File: src/rtl/div_unit_pkg.sv
// Shared definitions for the iterative MIPS DIV/DIVU unit.
//   - div_state_e : divider FSM state encoding (2 bits)
//   - DivControl / DivuControl : alucontrol codes that route an instruction to the divider
//   - DivResultReady / DivResultNotReady : levels of the ready_o handshake
package div_unit_pkg;

    localparam int unsigned DivWidth = 32;

    // Divider codes taken from the unused top of the 5-bit alucontrol space.
    localparam logic [4:0] DivControl  = 5'b11000;
    localparam logic [4:0] DivuControl = 5'b11001;

    localparam logic DivResultReady    = 1'b1;
    localparam logic DivResultNotReady = 1'b0;

    typedef enum logic [1:0] {
        StIdle    = 2'b00,
        StDivZero = 2'b01,
        StBusy    = 2'b10,
        StDone    = 2'b11
    } div_state_e;

endpackage

File: src/rtl/div_unit.sv
// Iterative restoring radix-2 divider for MIPS DIV/DIVU, one quotient bit per cycle.
// Ports:
//   clk          - system clock, rising edge
//   rst          - synchronous active-high reset
//   start_i      - request a divide (accepted only in IDLE and without annul_i)
//   signed_div_i - 1 = DIV (signed), 0 = DIVU; sampled with start_i
//   opdata1_i    - dividend (rs); sampled with start_i
//   opdata2_i    - divisor (rt); sampled with start_i
//   annul_i      - abort the in-flight divide (BUSY / DIVZERO)
//   result_o     - {remainder, quotient} = {HI, LO}; held until the next result or reset
//   ready_o      - one-cycle pulse while result_o carries a fresh result
//   stall_o      - EX-stage stall request
module div_unit #(
    parameter int unsigned WIDTH = 32
) (
    input  logic               clk,
    input  logic               rst,
    input  logic               start_i,
    input  logic               signed_div_i,
    input  logic [WIDTH-1:0]   opdata1_i,
    input  logic [WIDTH-1:0]   opdata2_i,
    input  logic               annul_i,
    output logic [2*WIDTH-1:0] result_o,
    output logic               ready_o,
    output logic               stall_o
);
    import div_unit_pkg::*;

    localparam int unsigned CntW = $clog2(WIDTH);

    function automatic logic [WIDTH-1:0] cond_neg(input logic [WIDTH-1:0] v, input logic neg);
        return neg ? -v : v;
    endfunction

    div_state_e         state_q, state_d;
    logic [CntW-1:0]    cnt_q;
    // quo_q starts as the dividend magnitude and is shifted out MSB first while the
    // quotient bits are shifted in from the bottom.
    logic [WIDTH-1:0]   quo_q;
    logic [WIDTH-1:0]   rem_q;
    logic [WIDTH-1:0]   den_q;
    logic               qneg_q, rneg_q;
    logic [2*WIDTH-1:0] result_q;

    logic               accept;
    logic               last_iter;
    logic [WIDTH:0]     partial, diff;
    logic               ge;
    logic [WIDTH-1:0]   rem_next, quo_next;

    assign accept    = start_i & ~annul_i;
    assign last_iter = (cnt_q == CntW'(WIDTH - 1));

    // One restoring step on the 33-bit partial remainder.
    always_comb begin
        partial  = {rem_q, quo_q[WIDTH-1]};
        diff     = partial - {1'b0, den_q};
        ge       = ~diff[WIDTH];
        rem_next = ge ? diff[WIDTH-1:0] : partial[WIDTH-1:0];
        quo_next = {quo_q[WIDTH-2:0], ge};
    end

    // State register.
    always_ff @(posedge clk) begin
        if (rst) begin
            state_q <= StIdle;
        end else begin
            state_q <= state_d;
        end
    end

    // Next-state logic.
    always_comb begin
        state_d = state_q;
        unique case (state_q)
            StIdle: begin
                if (accept) begin
                    state_d = (opdata2_i == '0) ? StDivZero : StBusy;
                end
            end
            StDivZero: state_d = annul_i ? StIdle : StDone;
            StBusy: begin
                if (annul_i) begin
                    state_d = StIdle;
                end else if (last_iter) begin
                    state_d = StDone;
                end
            end
            StDone:  state_d = StIdle;
            default: state_d = StIdle;
        endcase
    end

    // Outputs. stall_o drops in DONE so the pipeline advances while consuming ready_o.
    always_comb begin
        ready_o = DivResultNotReady;
        stall_o = 1'b0;
        unique case (state_q)
            StIdle:            stall_o = accept;
            StDivZero, StBusy: stall_o = 1'b1;
            StDone:            ready_o = DivResultReady;
            default:           ;
        endcase
    end

    // Datapath. The fixed-up result is registered on the edge into DONE so that
    // result_o is already valid during the ready_o cycle.
    always_ff @(posedge clk) begin
        if (rst) begin
            cnt_q    <= '0;
            quo_q    <= '0;
            rem_q    <= '0;
            den_q    <= '0;
            qneg_q   <= 1'b0;
            rneg_q   <= 1'b0;
            result_q <= '0;
        end else begin
            unique case (state_q)
                StIdle: begin
                    if (accept) begin
                        cnt_q <= '0;
                        rem_q <= '0;
                        den_q <= opdata2_i;
                        if (opdata2_i == '0) begin
                            // Raw dividend becomes the remainder; no sign fix-up applies.
                            quo_q  <= opdata1_i;
                            qneg_q <= 1'b0;
                            rneg_q <= 1'b0;
                        end else if (signed_div_i) begin
                            quo_q  <= cond_neg(opdata1_i, opdata1_i[WIDTH-1]);
                            den_q  <= cond_neg(opdata2_i, opdata2_i[WIDTH-1]);
                            qneg_q <= opdata1_i[WIDTH-1] ^ opdata2_i[WIDTH-1];
                            rneg_q <= opdata1_i[WIDTH-1];
                        end else begin
                            quo_q  <= opdata1_i;
                            qneg_q <= 1'b0;
                            rneg_q <= 1'b0;
                        end
                    end
                end
                StBusy: begin
                    if (!annul_i) begin
                        quo_q <= quo_next;
                        rem_q <= rem_next;
                        cnt_q <= cnt_q + CntW'(1);
                        if (last_iter) begin
                            result_q <= {cond_neg(rem_next, rneg_q), cond_neg(quo_next, qneg_q)};
                        end
                    end
                end
                StDivZero: begin
                    if (!annul_i) begin
                        result_q <= {quo_q, {WIDTH{1'b1}}};
                    end
                end
                default: ;
            endcase
        end
    end

    assign result_o = result_q;

endmodule

File: config.mk
export PLATFORM = sky130hd
export DESIGN_NAME = div_unit
export DESIGN_NICKNAME = d
export VERILOG_FILES = /design/src/rtl/div_unit_pkg.sv /design/src/rtl/div_unit.sv
export SDC_FILE = /design/constraint.sdc
export NUM_CORES = 1
export LEC_CHECK = 0
export CAP_MARGIN = 40
export CORE_MARGIN = 5
export CORE_UTILIZATION = 48
export DETAILED_ROUTE_END_ITERATION = 8
export PLACE_DENSITY = 0.67
export SYNTH_ARGS = -nofsm -noshare
export SYNTH_HDL_FRONTEND = slang
export SYNTH_SLANG_ARGS = --single-unit
File: constraint.sdc
create_clock -name clk -period 5.6 [get_ports clk]
set_clock_uncertainty 0.15 [all_clocks]
set_input_delay 1.12 -clock clk [delete_from_list [all_inputs] [get_ports clk]]
set_output_delay 1.12 -clock clk [all_outputs]
set_load 0.05 [all_outputs]
==> run_results.csv <==
group,metric,value,unit
detailed_routing,dr_wl_met2,18400,um
detailed_routing,top_layer_used,"met4",
worst_setup_path,critPathMaxFanout,48,
final_layout,syn2layout_area_growth,18.3,%
global_route,grt_pass1_wl,62400,um
synthesis,ys_seq_area_share,28.1,%
timing,setup_violations,0,
final_layout,utilization,57.1,%
die,start_util,48.3,%
timing,grt_setup_unrepaired,"false",
clocking,post_cts_buffers,0,
timing,finalHoldViolCount,0,
timing,max_freq,199,MHz
synthesis,synth_edf_count,0,
clocking,clk_pin_slew,0.07,ns
clocking,cts_resized,0,
final_layout,n_antenna_cell,0,
die,die_area,0.0284,sq mm
power,vdd_drop_max,356,uV
detailed_routing,drt-initial-drc-count,1217,
synthesis,ys_warn_count,0,
worst_setup_path,cp_data_arrival_time,5.20,ns
worst_setup_path,slowest_delay,0.51,ns
place,numPortBuffers,134,
detailed_routing,ant_nets,0,
global_route,grt-ovfl-total,0,
detailed_routing,drc,0,
power,p_total,5920,uW
place,gp_routability_congestion,0.965,
clocking,cts.root.buffer_cell,"clkbuf_16",
synthesis,avgSynthCellArea,7.47,sq um
min_path,hp-class,"flip-flop to flip-flop",
worst_setup_path,cp-start-kind,"flip-flop",
final_layout,drive_gt1_share,4.94,%
detailed_routing,via_per_inst,6.20,
timing,final.setup.tns,0,ns
synthesis,synthesis.nets,1727,
detailed_routing,wl_met3,3050,um
timing,finalCriticalPeriod,5.03,ns
clocking,cts_buffers,17,
clocking,clock_sinks,169,
worst_setup_path,cp-end-kind,"flip-flop",
detailed_routing,routed_wl,40300,um
clocking,cts_tree,"built",
global_route,grt_start_max_net_pins,69,
place,dp_hpwl,30300,um
die,die_width,168,um
power,p_per_area,416,mW/mm^2
detailed_routing,num_vias,12600,
synthesis,syn_inst,1614,
timing,worst_pin_slew,0.897,ns
synthesis,synthesis.area,0.0121,sq mm
worst_setup_path,crit_type,"flip-flop to flip-flop",
global_route,grt_use_total,27.2,%
clocking,htreeDepth,4,
worst_setup_path,crit_slowest_cell,"or3_1",
clocking,cts_hold_buf,0,
die,fp.dieH,168,um
worst_setup_path,critical_path_required,5.77,ns
power,p_leak,0.00535,uW
detailed_routing,routedWlPerCell,19.9,um
status,status,"finished, final reports clean",
detailed_routing,drt-met1-wl,18200,um
die,rows,58,
clocking,clk_latency,0.44,ns
synthesis,synth-async-reset-ratio,0,%
final_layout,finalNetCount,1802,
final_layout,n_fill_cell,2416,
timing,relSlewSlack,40.2,%
place,dp_cells,1999,
timing,slew_violations,0,
clocking,cts_buffer_depth,2,
die,io_pins,135,
timing,period_share,89.9,%
detailed_routing,dr.pass1.iters,5,
synthesis,synth_cell_types,73,
flow_run,drv_cap,0,
final_layout,final_cells,2031,
die,core_area,0.0250,sq mm
synthesis,yosys_most_used_dff,"dfxtp_1",
worst_setup_path,crit_chain,"inv_1 -> ha_1 -> fa_1 -> nand2b_1 -> a21oi_1 -> o2111ai_1 -> a31oi_1 -> o21a_1 -> nor2_8 -> inv_2 -> buf_12 -> ha_1 -> inv_1 -> or3_1 -> or3_1 -> o31ai_1 -> xnor2_1 -> o22ai_1 -> nor2_1",
global_route,grt_pass1_vias,11400,
global_route,antenna_found_initial,0,
synthesis,ys_ff_latch,169,
==> cell usage after synthesis, types with 9 or more instances <==
library cell	n	share of area, %
clkbuf_1	85	2.6
nand3_1	41	1.7
a211oi_1	36	2.2
o41ai_1	14	1.0
nand2_1	129	4.0
or3_1	36	1.9
nand4_1	13	0.67
o31ai_1	35	2.2
o21ai_0	107	4.4
inv_1	55	1.7
a31oi_1	46	2.4
xnor2_1	53	3.9
mux2i_1	20	1.7
a22oi_1	9	0.56
a21o_1	15	0.93
xor2_1	73	5.3
dfxtp_1	169	28
and3_1	39	2.0
o22ai_1	57	3.0
nand2b_1	15	0.78
nor3_1	34	1.4
o21a_1	14	0.87
a21oi_1	120	5.0
ha_1	43	4.5
o211ai_1	21	1.3
or4_1	13	0.81
and2_1	14	0.73
a311oi_1	16	1.2
nor2_1	172	5.4
buf_1	11	0.34
==> through the flow <==
step                hold slack [ns]  setup WS [ns]  instance area, sq um
floorplan                     0.282          0.638                 12100
global placement              0.294          0.416                 13600
detailed placement            0.300          0.355                 13600
CTS                           0.309          0.596                 14200
global route                  0.333          0.171                 14300
finish                        0.312          0.567                 14300
==> cells by family after synthesis <==
logic type               count (synthesis)  synth area share, %
XOR/XNOR                               126                 9.16
AO/OA/AOI/OAI                          546                 29.0
multiplexers                            23                 1.94
AND/OR/NAND/NOR                        544                 21.9
flip-flops                             169                 28.1
adder cells (fa/ha/maj)                 44                 4.63
buffers and inverters                  162                 5.31
==> critical path, delay by kind of cell, from the launching register on <==
family	cells	cell delay, ns
DFF	1	0.40
xor gates and xnor gates	1	0.10
adders and majority gates	3	0.87
buffers and inverters	4	0.54
AOI/OAI and AO/OA	6	1.62
and+or+nand+nor	5	1.23
==> cells in the final DEF (no fill, tap or decap), types with 9 or more instances in the layout <==
cell / netlist / routed
nor2_1: 172 / 170
dfxtp_1: 169 / 169
clkdlybuf4s50_1: 0 / 133
nand2_1: 129 / 129
a21oi_1: 120 / 119
o21ai_0: 107 / 107
xor2_1: 73 / 73
o22ai_1: 57 / 57
inv_1: 55 / 55
xnor2_1: 53 / 53
a31oi_1: 46 / 46
ha_1: 43 / 43
nand3_1: 41 / 41
and3_1: 39 / 39
a211oi_1: 36 / 36
or3_1: 36 / 36
o31ai_1: 35 / 35
nor3_1: 34 / 34
buf_4: 0 / 23
o211ai_1: 21 / 21
mux2i_1: 20 / 20
clkbuf_16: 0 / 17
a311oi_1: 16 / 16
nand2b_1: 15 / 15
a21o_1: 15 / 14
o21a_1: 14 / 14
and2_1: 14 / 14
o41ai_1: 14 / 14
nand4_1: 13 / 13
or4_1: 13 / 13
a22oi_1: 9 / 9
==> layer usage <==
layer / global-route usage, % / vias to the layer above
met5: 0 / -
met4: 5.96 / 0
met3: 4.02 / 61
met2: 43.8 / 489
met1: 38.6 / 5929
li1: - / 6112
==> where the power goes <==
| group | internal, uW | total [uW] | switching (uW) | leakage, uW |
|---|---|---|---|---|
| logic | 1100 | 3160 | 2060 | 0.00369 |
| registers | 1370 | 1550 | 183 | 0.00137 |
| clock network | 688 | 1220 | 527 | 0.000290 |
==> state kept, by name, indices dropped and copies added (netlist names) <==
register,cells
cnt_q,5
den_q,32
qneg_q,1
quo_q,32
rem_q,32
result_o,64
rneg_q,1
state_q,2
==> layout make-up <==
class | count | area, sq um | share of cell area [%]
Sequential cell | 169 | 3380 | 23.7
Timing Repair Buffer | 162 | 1600 | 11.2
Multi-Input combinational cell | 1283 | 8060 | 56.5
Tap cell | 330 | 413 | 2.90
Inverter | 56 | 210 | 1.47
Clock inverter | 11 | 136 | 0.957
Clock buffer | 20 | 457 | 3.20
==> path summary, 6_finish.rpt <==
path / startpoint / to / slack [ns] / depth (start not counted)
hold reg to reg: result_o[33] / result_o[33] / 0.31 / 2
hold / removal: result_o[33] / result_o[33] / 0.31 / 2
setup reg to reg: quo_q[31] / result_o[20] / 0.57 / 19
setup / recovery: quo_q[31] / result_o[20] / 0.57 / 19
(Power assumes the default switching activity.)
